## config.mk

```make
export PLATFORM = sky130hd
export DESIGN_NAME = uart_host_if
export DESIGN_NICKNAME = d
export VERILOG_FILES = /design/src/rtl/uart_host_if.sv
export SDC_FILE = /design/constraint.sdc
export NUM_CORES = 1
export LEC_CHECK = 0
export BUFFER_PORTS_ARGS = -buffer_cell sky130_fd_sc_hd__clkbuf_2
export CAP_MARGIN = 25
export CORE_UTILIZATION = 45
export CTS_CLUSTER_DIAMETER = 200
export DETAILED_ROUTE_END_ITERATION = 10
export GPL_ROUTABILITY_DRIVEN = 0
export PLACE_DENSITY_LB_ADDON = 0.3
export SYNTH_ARGS = -nofsm -noshare
export SYNTH_HDL_FRONTEND = slang
export SYNTH_SLANG_ARGS = --single-unit
```

## constraint.sdc

```tcl
create_clock -name clk -period 7.6 [get_ports clk]
set_clock_uncertainty 0.15 [all_clocks]
set_input_delay 1.14 -clock clk [delete_from_list [all_inputs] [get_ports clk]]
set_output_delay 1.14 -clock clk [all_outputs]
set_load 0.1 [all_outputs]
```

## src/rtl/uart_host_if.sv

```systemverilog
// Host-side buffering between system logic and a UART core: a TX byte FIFO drained
// through a start/done handshake, and an RX byte FIFO with a sticky overflow flag.
module uart_host_if #(
  parameter int DBIT_WIDTH = 8,
  parameter int TX_DEPTH   = 16,
  parameter int RX_DEPTH   = 16
) (
  input  logic                        clk,
  input  logic                        rst_n,
  input  logic                        s_tx_valid,
  output logic                        s_tx_ready,
  input  logic [DBIT_WIDTH-1:0]       s_tx_data,
  output logic                        m_rx_valid,
  input  logic                        m_rx_ready,
  output logic [DBIT_WIDTH-1:0]       m_rx_data,
  output logic                        uart_tx_start,
  output logic [DBIT_WIDTH-1:0]       uart_tx_data,
  input  logic                        uart_tx_done,
  input  logic                        uart_rx_done,
  input  logic [DBIT_WIDTH-1:0]       uart_rx_data,
  input  logic                        clr_overflow,
  output logic                        rx_overflow,
  output logic [$clog2(TX_DEPTH):0]   tx_level,
  output logic [$clog2(RX_DEPTH):0]   rx_level,
  output logic                        tx_idle
);

  localparam int TX_AW = $clog2(TX_DEPTH);
  localparam int RX_AW = $clog2(RX_DEPTH);

  typedef enum logic [1:0] {
    TX_IDLE  = 2'd0,
    TX_START = 2'd1,
    TX_BUSY  = 2'd2
  } tx_state_t;

  tx_state_t tx_state, tx_state_nxt;

  logic [DBIT_WIDTH-1:0] tx_mem [TX_DEPTH];
  logic [TX_AW:0]        tx_wr_ptr, tx_rd_ptr;
  logic                  tx_empty, tx_full, tx_push, tx_pop;

  logic [DBIT_WIDTH-1:0] rx_mem [RX_DEPTH];
  logic [RX_AW:0]        rx_wr_ptr, rx_rd_ptr;
  logic                  rx_empty, rx_full, rx_push, rx_pop, rx_drop;

  // ---------------- TX FIFO ----------------
  // The extra pointer MSB separates full (MSBs differ) from empty (pointers equal).
  assign tx_empty   = (tx_wr_ptr == tx_rd_ptr);
  assign tx_full    = (tx_wr_ptr[TX_AW] != tx_rd_ptr[TX_AW]) &&
                      (tx_wr_ptr[TX_AW-1:0] == tx_rd_ptr[TX_AW-1:0]);
  assign tx_level   = tx_wr_ptr - tx_rd_ptr;
  assign s_tx_ready = !tx_full;
  assign tx_push    = s_tx_valid && !tx_full;

  always_ff @(posedge clk or negedge rst_n) begin
    if (!rst_n) begin
      tx_wr_ptr <= '0;
      tx_rd_ptr <= '0;
    end else begin
      if (tx_push) tx_wr_ptr <= tx_wr_ptr + 1'b1;
      if (tx_pop)  tx_rd_ptr <= tx_rd_ptr + 1'b1;
    end
  end

  always_ff @(posedge clk) begin
    if (tx_push) tx_mem[tx_wr_ptr[TX_AW-1:0]] <= s_tx_data;
  end

  // ---------------- TX FSM ----------------
  always_ff @(posedge clk or negedge rst_n) begin
    if (!rst_n) tx_state <= TX_IDLE;
    else        tx_state <= tx_state_nxt;
  end

  always_comb begin
    tx_state_nxt = tx_state;
    tx_pop       = 1'b0;
    case (tx_state)
      TX_IDLE: begin
        if (!tx_empty) begin
          tx_state_nxt = TX_START;
          tx_pop       = 1'b1;
        end
      end
      TX_START: tx_state_nxt = TX_BUSY;
      TX_BUSY:  if (uart_tx_done) tx_state_nxt = TX_IDLE;
      default:  tx_state_nxt = TX_IDLE;
    endcase
  end

  // Start is decoded from state so an async reset drops it without waiting for an edge.
  assign uart_tx_start = (tx_state == TX_START);
  assign tx_idle       = (tx_state == TX_IDLE) && tx_empty;

  always_ff @(posedge clk or negedge rst_n) begin
    if (!rst_n)      uart_tx_data <= '0;
    else if (tx_pop) uart_tx_data <= tx_mem[tx_rd_ptr[TX_AW-1:0]];
  end

  // ---------------- RX FIFO ----------------
  assign rx_empty   = (rx_wr_ptr == rx_rd_ptr);
  assign rx_full    = (rx_wr_ptr[RX_AW] != rx_rd_ptr[RX_AW]) &&
                      (rx_wr_ptr[RX_AW-1:0] == rx_rd_ptr[RX_AW-1:0]);
  assign rx_level   = rx_wr_ptr - rx_rd_ptr;
  assign m_rx_valid = !rx_empty;
  assign m_rx_data  = rx_mem[rx_rd_ptr[RX_AW-1:0]];
  assign rx_pop     = m_rx_valid && m_rx_ready;
  // When full, a simultaneous pop frees the head slot, which the write then reuses as the tail.
  assign rx_push    = uart_rx_done && (!rx_full || rx_pop);
  assign rx_drop    = uart_rx_done && rx_full && !rx_pop;

  always_ff @(posedge clk or negedge rst_n) begin
    if (!rst_n) begin
      rx_wr_ptr <= '0;
      rx_rd_ptr <= '0;
    end else begin
      if (rx_push) rx_wr_ptr <= rx_wr_ptr + 1'b1;
      if (rx_pop)  rx_rd_ptr <= rx_rd_ptr + 1'b1;
    end
  end

  always_ff @(posedge clk) begin
    if (rx_push) rx_mem[rx_wr_ptr[RX_AW-1:0]] <= uart_rx_data;
  end

  // A drop in the same cycle as a clear keeps the flag set.
  always_ff @(posedge clk or negedge rst_n) begin
    if (!rst_n)            rx_overflow <= 1'b0;
    else if (rx_drop)      rx_overflow <= 1'b1;
    else if (clr_overflow) rx_overflow <= 1'b0;
  end

endmodule

```

# Word-level counts from Yosys, hierarchy flattened
# Memories as Yosys holds them, arrays and structs flattened. A register that Yosys moved wholly into a read port is not among the register bits.
# Index checks and enable logic that the tools add are counted.
[totals]
ff_bits = 23
latchBits = 0
ramBits = 256
mem_bits_ro = 0
inputBits = 23
out_inout_bits = 31
elab_cells = 52
memories = 2
[op_classes]
n_addsub = 6
multipliers = 0
n_div = 0
magnitude_cmp = 0
n_eq_ne = 10
shifts = 0
n_mux = 11
n_bitwise = 0
n_reduce_logical = 17
[mem_list]
columns = ["memory", "depth", "word_bits", "read_ports", "rd_ports_with_merged_regs", "write_ports", "line_no", "text"]
rows = [
  ["rx_mem", 16, 8, 1, 0, 1, "43", "logic [DBIT_WIDTH-1:0] rx_mem [RX_DEPTH];"],
  ["tx_mem", 16, 8, 1, 1, 1, "39", "logic [DBIT_WIDTH-1:0] tx_mem [TX_DEPTH];"],
]
[op_table]
columns = ["cell", "n"]
rows = [
  ["5-bit by 1-bit adder with 5-bit output (second input constant)", 4],
  ["5-bit == test", 2],
  ["5-bit subtractor", 2],
  ["4-bit == test", 2],
  ["1-bit logical AND", 8],
  ["1-bit two-way mux", 8],
  ["2-bit case mux with 3 select lines", 1],
  ["1-bit zero test", 5],
  ["2-bit two-way mux", 2],
  ["2-bit != test (second input constant)", 2],
  ["2-bit by 1-bit == test with 1-bit output (second input constant)", 1],
  ["2-bit == test (second input constant)", 1],
  ["2-bit zero test", 1],
  ["1-bit != test", 2],
  ["2-bit AND reduction", 1],
  ["2-bit nonzero test", 1],
  ["1-bit logical OR", 1],
]

# Longest topological paths before layout
# Gate-level depths: netlist of run 1.
[depth]
ltp_word = 7
depth_mapped = 9
depth_no_buf = 7

# Worst setup path after synthesis of run 1
# No wires, ideal clock.
[synth_timing]
path_kind = "reg-to-output"
start = "register tx_rd_ptr[1]"
end = "output tx_idle"
t_arrival_ps = 3500
t_required_ps = 6310
setup_slack_ps = 2810
path_stages_with_launch = 8
n_path_buf = 2
path_cell_list = "dfrtp_1 > clkbuf_1 > buf_2 > inv_1 > ha_1 > and4_1 > nand2_1 > nor3_1"
[synth_between]
elab_chain_cells = 2
[synth_lines]
columns = ["element", "line_no", "text"]
rows = [
  ["start, declared", "40", "logic [TX_AW:0] tx_wr_ptr, tx_rd_ptr;"],
  ["start signal, assigned", "62", "if (tx_pop) tx_rd_ptr <= tx_rd_ptr + 1'b1;"],
  ["5-bit == test", "49", "assign tx_empty = (tx_wr_ptr == tx_rd_ptr);"],
  ["1-bit logical AND", "94", "assign tx_idle = (tx_state == TX_IDLE) && tx_empty;"],
  ["end, declared", "25", "output logic tx_idle"],
]
# Every way passes these cells.

# Worst setup path after layout of run 1
[layout_timing]
start = "register tx_rd_ptr[1]"
end = "output tx_level[4]"
[layout_between]
elab_chain_cells = 1
[layout_lines]
columns = ["element", "line_no", "text"]
rows = [
  ["5-bit subtractor", "52", "assign tx_level = tx_wr_ptr - tx_rd_ptr;"],
  ["end, declared", "23", "output logic [$clog2(TX_DEPTH):0] tx_level,"],
]
# Every way passes these cells.

==> results of run 1 <==
how the worst max path moves through the flow:
stage	start	to	slack (ns)	depth (start not counted)
floorplan	tx_rd_ptr[1]$_DFFE_PN0P_	tx_idle	2.81	7
global placement	tx_rd_ptr[1]$_DFFE_PN0P_	tx_level[4]	3.71	7
detailed placement	tx_rd_ptr[1]$_DFFE_PN0P_	tx_level[4]	3.68	7
CTS	tx_rd_ptr[1]$_DFFE_PN0P_	tx_level[4]	3.09	7
global route	tx_rd_ptr[1]$_DFFE_PN0P_	tx_level[4]	2.95	7
finish	tx_rd_ptr[1]$_DFFE_PN0P_	tx_level[4]	3.15	7
stage by stage:
stage / instances / area (µm²) / setup WS, ns / hold slack, ns / util
final: 1028 / 13130 / 3.152 / 0.3378 / 0.5201
after global routing: 1028 / 13130 / 2.954 / 0.3873 / 0.5201
after CTS: 1028 / 13130 / 3.092 / 0.3455 / 0.5201
after detailed placement: 975 / 12230 / 3.682 / 0.3329 / 0.4842
after global placement: 971 / 12200 / 3.713 / 0.3377 / 0.4831
after floorplan: 607 / 11600 / 2.810 / 0.3161 / -
critical path, delay by kind of cell, from the launching register on:
kind / cells / cell delay (ns)
fa+ha+maj: 1 / 0.48
buf+inv: 3 / 1.28
compound gates: 2 / 0.36
flops: 1 / 0.34
xor+xnor: 1 / 0.14
metal layers:
layer  vias to the layer above  wire length [µm]  track usage
met5                         -                 0            0
met4                         0               376      0.03993
met3                        35              1086      0.02445
met2                       160             10600       0.2846
met1                      2859              9477       0.2326
li1                       2578                 -            -
Yosys cell counts:
library cell / n
sky130_fd_sc_hd__mux2i_1: 32
sky130_fd_sc_hd__ha_1: 18
sky130_fd_sc_hd__clkbuf_1: 15
sky130_fd_sc_hd__buf_2: 8
sky130_fd_sc_hd__a211oi_2: 1
sky130_fd_sc_hd__inv_2: 1
sky130_fd_sc_hd__mux4_2: 26
sky130_fd_sc_hd__o21ai_0: 5
sky130_fd_sc_hd__nand2b_1: 4
sky130_fd_sc_hd__nand2_1: 20
sky130_fd_sc_hd__a31oi_1: 8
sky130_fd_sc_hd__a22oi_1: 8
sky130_fd_sc_hd__buf_8: 1
sky130_fd_sc_hd__nor2_1: 41
sky130_fd_sc_hd__nand3_1: 1
sky130_fd_sc_hd__nor2b_1: 1
sky130_fd_sc_hd__nand3b_1: 2
sky130_fd_sc_hd__mux4_1: 30
sky130_fd_sc_hd__inv_1: 18
sky130_fd_sc_hd__and4_1: 2
sky130_fd_sc_hd__nand4_1: 9
sky130_fd_sc_hd__dfrtp_1: 31
sky130_fd_sc_hd__a21oi_1: 4
sky130_fd_sc_hd__o31a_1: 1
sky130_fd_sc_hd__xor2_1: 4
sky130_fd_sc_hd__xnor2_1: 21
sky130_fd_sc_hd__fa_1: 2
sky130_fd_sc_hd__nor3_1: 10
sky130_fd_sc_hd__a21boi_2: 1
sky130_fd_sc_hd__a21o_1: 5
sky130_fd_sc_hd__o22ai_1: 16
sky130_fd_sc_hd__a21boi_1: 1
sky130_fd_sc_hd__buf_6: 3
sky130_fd_sc_hd__or3b_2: 1
sky130_fd_sc_hd__edfxtp_1: 256
sequential cells by signal, summed over array words and instances, names as in the netlist:
| register | flops |
|---|---|
| rx_wr_ptr | 5 |
| tx_wr_ptr | 5 |
| rx_overflow | 1 |
| tx_rd_ptr | 5 |
| uart_tx_data | 8 |
| tx_mem | 128 |
| tx_state | 2 |
| rx_mem | 128 |
| rx_rd_ptr | 5 |
cells by family after synthesis:
kind of cell               synth area share
DFF                                  0.7294
and+or+nand+nor                     0.03558
muxes                                0.1460
AOI/OAI and AO/OA                   0.02868
buffers and inverters               0.01865
xor gates and xnor gates            0.01887
adders and majority gates           0.02286
final cells by class:
cell class	count	area share
clock buffers	34	0.05745
multi-input cells	274	0.2226
flip-flops and latches	287	0.6446
well taps	330	0.03144
repair buffers	65	0.02706
clock inverters	19	0.01143
inverters	19	0.005430
==> Implementation_results.wiki, run 1 <==
{| class="wikitable"
! Metric !! Value
|-
| Via/cell ratio || 5.479
|-
| Rows || 58
|-
| Mapped cell area || 11600 µm²
|-
| TritonRoute pass-1 iters || 5
|-
| Element type at the critical path end || primary output
|-
| Reg-to-reg critical path endpoint || tx_mem[3][0]$_DFFE_PP_
|-
| Total clock sinks || 287
|-
| Area fraction of the dominant cell type after synthesis || 0.6625
|-
| Max incr delay on CP || 0.60 ns
|-
| Clock period minus worst slack || 4.448 ns
|-
| Final nets || approximately 700
|-
| Worst EP required || approximately 6.3 ns
|-
| # port buffers || 53
|-
| Cell count after synthesis || 607
|-
| Cell variety after synth || 35
|-
| Minimum setup slack among reg-to-reg paths || between 3 and 4 ns
|-
| Combined area of the multi-input logic cells || between 2000 and 3000 µm²
|-
| Number of filler instances in the final layout || ~2.0k
|-
| Number of gates given a new drive strength after cts || 0
|-
| Die Outline Area || approximately 26000 µm²
|-
| Largest net degree at the start of global routing || 52
|-
| Flip-flop and latch area || 8466 µm²
|-
| Critical Path Fanout Max || 51
|-
| Class of the worst hold path || flip-flop to flip-flop
|-
| RSZ-0062 raised after global routing || no
|-
| Overall die width || 162.6 µm
|-
| Y dimension of the die || ~160 µm
|-
| Worst hold start || rx_wr_ptr[4]$_DFFE_PN0P_
|-
| Max-cap violation count || 0
|-
| Number of buffers inserted for hold repair after clock tree synthesis || 0
|-
| Estimated wirelength of the detail-placed design || roughly 14000 µm
|-
| Number of cells on the worst reg-to-reg path || 8
|-
| Sum Neg Setup Slack || 0 ns
|-
| Starting density of the core || 0.4595
|-
| Post-CTS setup buffers || 0
|-
| Final period utilization || 0.5853
|-
| Total wire length after detailed routing || 21540 µm
|-
| Top cells by area in the synthesized netlist || sky130_fd_sc_hd__edfxtp_1 (66%), sky130_fd_sc_hd__mux4_1 (6.8%), sky130_fd_sc_hd__dfrtp_1 (6.7%), sky130_fd_sc_hd__mux4_2 (5.0%), sky130_fd_sc_hd__mux2i_1 (2.8%)
|-
| Status || finished clean
|-
| Crit path cell chain || buf_4 > inv_1 > fa_1 > a21o_1 > a21oi_1 > xnor2_1 > clkbuf_2
|-
| Wire length per cell after detailed routing || 20.95 µm
|-
| CTS Root Cell || sky130_fd_sc_hd__clkbuf_16
|-
| Count of boundary I/O pins || 54
|-
| Sequential element share of the synthesized area || 0.7294
|-
| Antenna Cells || 0
|-
| Total Routing Usage GR || 0.1687
|-
| Via count of the routed design || between 5k and 6k
|-
| Maximum frequency from static timing analysis || 224.8 MHz
|-
| Rel. slew slack || 0.3719
|-
| Placeable Area || 25250 µm²
|-
| CP max-delay cell || sky130_fd_sc_hd__buf_4
|-
| Number of design-rule violations left by the first detailed-router iteration || 568
|-
| Most frequent standard cell in the layout excluding fill and tap cells || sky130_fd_sc_hd__edfxtp_1
|-
| Global route overflow || 0
|-
| Category of the critical setup timing path || flip-flop to primary output
|-
| Yosys warning count || 0
|-
| Cell type contributing the most total cell area after synthesis || sky130_fd_sc_hd__edfxtp_1
|-
| Proportion of layout cells with a drive suffix above 1 || 0.2006
|-
| Global-route wire length before repair || 33550 µm
|-
| Slew Viols, Final || 0
|-
| Number of nets with antenna violations after routing || 0
|-
| DRC violation count after routing || 0
|-
| Worst-case clock buffer depth || 3
|-
| Number of antenna violations at the first check in global routing || 0
|-
| CTS tree || done
|-
| Commonest non-fill, non-tap cells in the layout || sky130_fd_sc_hd__edfxtp_1 (256), sky130_fd_sc_hd__clkbuf_2 (53), sky130_fd_sc_hd__nor2_1 (41)
|-
| FF+latch count, synth || between 200 and 300
|-
| Area growth, synth to finish || 13.19%
|-
| Slew at the pin closest to its max-slew limit || roughly 0.94 ns
|-
| Launching element type of the critical path || flip-flop
|-
| Final setup violation count || 0
|-
| Later-pin clock latency in the skew report || 0.54 ns
|-
| Via count of the first global-routing pass || 5793
|-
| Syn_area_per_cell || around 19 µm²
|-
| Clock-pin transition on the worst setup and hold timing paths || 0.06 ns
|-
| Worst-case hold path end point || rx_wr_ptr[4]$_DFFE_PN0P_
|-
| Clock buffers created by TritonCTS || 29
|-
| Critical path data arrival time || 3.16 ns
|-
| Maximum level of the CTS H-tree || 1
|-
| Worst r2r src || tx_rd_ptr[1]$_DFFE_PN0P_
|-
| Instance count along the most critical hold path || 1
|-
| Net count after synthesis || 650
|-
| Number of hold violations in the final report || 0
|}
Power of run 1 is left out: the tool's default activity adds up to more than one toggle a clock period on the data nets, which glitch-free logic cannot reach.
==> run 2, diff against run 1 <==
--- a/config.mk
+++ b/config.mk
@@ -5,6 +5,7 @@
 export SDC_FILE = /design/constraint.sdc
 export NUM_CORES = 1
 export LEC_CHECK = 0
+export ABC_AREA = 1
 export BUFFER_PORTS_ARGS = -buffer_cell sky130_fd_sc_hd__clkbuf_2
 export CAP_MARGIN = 25
 export CORE_UTILIZATION = 45
==> constraint.sdc (replaced) <==
create_clock -name clk -period 4.2 [get_ports clk]
set_clock_uncertainty 0.15 [all_clocks]
set_input_delay 0.63 -clock clk [delete_from_list [all_inputs] [get_ports clk]]
set_output_delay 0.63 -clock clk [all_outputs]
set_load 0.1 [all_outputs]
==> Implementation_results.wiki, run 2 <==
{| class="wikitable"
! Metric !! Value
|-
| Area fraction of the dominant cell type after synthesis || 0.6210 (-0.04151)
|-
| Yosys warning count || 0 (unchanged)
|-
| Sum Neg Setup Slack || 0 ns (unchanged)
|-
| Later-pin clock latency in the skew report || 0.54 ns (about the same)
|-
| Placeable Area || 26950 µm² (+6.7%)
|-
| Top layer used by detailed routing || met4
|-
| Starting density of the core || 0.4593 (about the same)
|-
| Sequential element share of the synthesized area || 0.6836 (-0.04570)
|-
| RSZ-0062 raised after global routing || no
|-
| Xor and xnor area share after synthesis || 0.01556 (-0.003305)
|-
| Element type at the critical path end || primary output
|-
| Die Outline Area || 28180 µm² (+6.6%)
|-
| Max-cap violation count || 0 (unchanged)
|-
| Proportion of synthesized area in mux cells || 0 (-0.1460)
|-
| Total clock sinks || 287 (unchanged)
|-
| Final setup violation count || 0 (unchanged)
|-
| Clock-pin transition on the worst setup and hold timing paths || 0.06 ns (about the same)
|-
| Clock buffers created by TritonCTS || 29 (unchanged)
|-
| Critical Path Fanout Max || 21 (-59%)
|-
| Global route overflow || 0 (unchanged)
|-
| TritonRoute pass-1 iters || 5 (unchanged)
|-
| Slew Viols, Final || 0 (unchanged)
|-
| Number of buffers inserted for hold repair after clock tree synthesis || 0 (unchanged)
|-
| Net count after synthesis || 1175 (+81%)
|-
| Overall die width || 167.9 µm (+3.2%)
|-
| Length of routed met3 wiring || 1538 µm (+42%)
|-
| CTS Root Cell || sky130_fd_sc_hd__clkbuf_16
|-
| Number of antenna violations at the first check in global routing || 0 (unchanged)
|-
| Clock period minus worst slack || 3.477 ns
|-
| Largest family of logic cells by synthesized area || simple AND/OR/NAND/NOR gates
|-
| Synthesized-area fraction occupied by adder cells || 0.02143 (-0.001432)
|-
| Routed metal-1 wirelength || 11360 µm (+20%)
|-
| Category of the critical setup timing path || flip-flop to primary output
|-
| Cell count after synthesis || 1132 (+86%)
|-
| Via count of the routed design || 7951 (+41%)
|-
| Area growth, synth to finish || 12.64%
|-
| Final nets || 1223 (+70%)
|-
| # port buffers || 53 (unchanged)
|-
| Slew at the pin closest to its max-slew limit || 0.9162 ns (-0.02256 ns)
|-
| Worst r2r src || rx_rd_ptr[2]$_DFFE_PN0P_
|-
| Final period utilization || 0.8278
|-
| Number of hold violations in the final report || 0 (unchanged)
|-
| Number of gates given a new drive strength after cts || 0 (unchanged)
|-
| Worst-case clock buffer depth || 3 (unchanged)
|-
| Cell type contributing the most total cell area after synthesis || sky130_fd_sc_hd__edfxtp_1
|-
| Launching element type of the critical path || flip-flop
|-
| Most numerous cell in the Yosys netlist || sky130_fd_sc_hd__edfxtp_1
|-
| Estimated wirelength of the detail-placed design || 17110 µm (+22%)
|-
| Simple logic cell fraction of the synthesized area || 0.1666 (+0.1310)
|-
| Antenna Cells || 0 (unchanged)
|-
| Number of filler instances in the final layout || 2316 (+14%)
|-
| Most used DFF post-synth || sky130_fd_sc_hd__edfxtp_1
|-
| Commonest non-fill, non-tap cells in the layout || sky130_fd_sc_hd__edfxtp_1 (256), sky130_fd_sc_hd__nand2_1 (233), sky130_fd_sc_hd__nor2_1 (164)
|-
| FF+latch count, synth || 287 (unchanged)
|-
| CTS tree || done
|-
| Class of the worst hold path || input port to async pin
|-
| Post-CTS setup buffers || 0 (unchanged)
|-
| Cell variety after synth || 26 (-26%)
|-
| Total wire length after detailed routing || 27160 µm (+26%)
|-
| Maximum frequency from static timing analysis || approximately 290 MHz
|-
| Largest net degree at the start of global routing || 66 (+27%)
|-
| Maximum level of the CTS H-tree || 1 (unchanged)
|-
| Area fraction in compound gates after synthesis || 0.04963 (+0.02094)
|-
| Syn_area_per_cell || 10.94 µm² (-43%)
|-
| Met2 routed WL || 13370 µm (+26%)
|-
| Total Routing Usage GR || 0.2005 (+0.03181)
|-
| Top cells by area in the synthesized netlist || sky130_fd_sc_hd__edfxtp_1 (62%), sky130_fd_sc_hd__nand2_1 (7.1%), sky130_fd_sc_hd__dfrtp_1 (6.3%), sky130_fd_sc_hd__nor2_1 (5.0%), sky130_fd_sc_hd__nand3_1 (4.3%)
|-
| Count of flip-flops with a built-in enable after synthesis || 256 (unchanged)
|-
| Top cells by instance count after synthesis || sky130_fd_sc_hd__edfxtp_1 (256), sky130_fd_sc_hd__nand2_1 (233), sky130_fd_sc_hd__nor2_1 (164)
|-
| Rel. slew slack || 0.3870 (+0.01510)
|-
| DRC violation count after routing || 0 (unchanged)
|-
| Via/cell ratio || 5.156 (-5.9%)
|-
| Y dimension of the die || 167.9 µm (+3.2%)
|-
| Count of boundary I/O pins || 54 (unchanged)
|-
| Beginning of the critical path || tx_rd_ptr[2]$_DFFE_PN0P_
|-
| Most frequent standard cell in the layout excluding fill and tap cells || sky130_fd_sc_hd__edfxtp_1
|-
| Proportion of synthesized flip-flops having asynchronous set or reset || 0.1080 (unchanged)
|-
| Status || finished clean
|-
| Rows || 60 (+3.4%)
|-
| Worst EP required || 3.42 ns (-2.89 ns)
|-
| Proportion of layout cells with a drive suffix above 1 || 0.09825 (-0.1023)
|-
| Number of design-rule violations left by the first detailed-router iteration || 671 (+18%)
|-
| Via count of the first global-routing pass || 7946 (+37%)
|-
| Wire length per cell after detailed routing || 17.61 µm (-16%)
|-
| Global-route wire length before repair || 43550 µm (+30%)
|-
| Number of nets with antenna violations after routing || 0 (unchanged)
|-
| Critical path data arrival time || 2.70 ns (-0.46 ns)
|-
| Mapped cell area || 12380 µm² (+6.7%)
|}
==> run 2: logic make-up after synthesis <==
group,count (synthesis)
xor gates and xnor gates,22
AOI/OAI and AO/OA,110
and+or+nand+nor,509
adders and majority gates,20
DFF,287
buffers and inverters,184
==> run 2: final cells by class <==
type | instances | area [µm²] | area share
clock inverters | 13 | 110.1 | 0.007896
repair buffers | 62 | 480.5 | 0.03445
multi-input cells | 661 | 3134 | 0.2248
flip-flops and latches | 287 | 8466 | 0.6071
clock buffers | 39 | 803.3 | 0.05760
inverters | 139 | 524.3 | 0.03760
well taps | 341 | 426.7 | 0.03060
==> run 2: path summary, 6_finish.rpt <==
path	end	slack [ns]	cells after the start
max	tx_idle	0.72	7
min in group clk	tx_state[1]$_DFFE_PN0P_	0.13	2
max in group asynchronous	tx_rd_ptr[0]$_DFFE_PN0P_	3.28	1
max reg2reg	rx_mem[5][5]$_DFFE_PP_	1.14	9
min	rx_overflow$_DFFE_PN0P_	0.04	1
min reg2reg	tx_wr_ptr[4]$_DFFE_PN0P_	0.34	1
==> run 2: critical path, cell delays in order (launching register included) <==
cell	delay [ns]
sky130_fd_sc_hd__dfrtp_1	0.80
sky130_fd_sc_hd__inv_1	0.12
sky130_fd_sc_hd__ha_1	0.39
sky130_fd_sc_hd__nand2_1	0.07
sky130_fd_sc_hd__nor2_1	0.14
sky130_fd_sc_hd__nand2_1	0.10
sky130_fd_sc_hd__nor2_1	0.10
sky130_fd_sc_hd__clkbuf_2	0.46
==> run 2: per-stage QoR <==
stage	area, µm²	hold WS, ns	util	std cells	worst slack, ns
after floorplan	12380	0.1844	-	1132	0.6414
after global placement	13010	0.3333	0.4828	1489	1.206
after detailed placement	13030	0.3328	0.4835	1490	1.126
after CTS	13940	0.05433	0.5174	1542	0.6920
after global routing	13940	0.1083	0.5174	1542	0.4996
final	13940	0.04329	0.5174	1542	0.7231
==> run 2: routing by layer <==
layer | GRT usage | up-vias
met3 | 0.02445 | 59
met1 | 0.2625 | 3773
met4 | 0.07579 | 0
met5 | 0 | -
met2 | 0.3428 | 247
li1 | - | 3872
Power of run 2 is left out for the same reason.
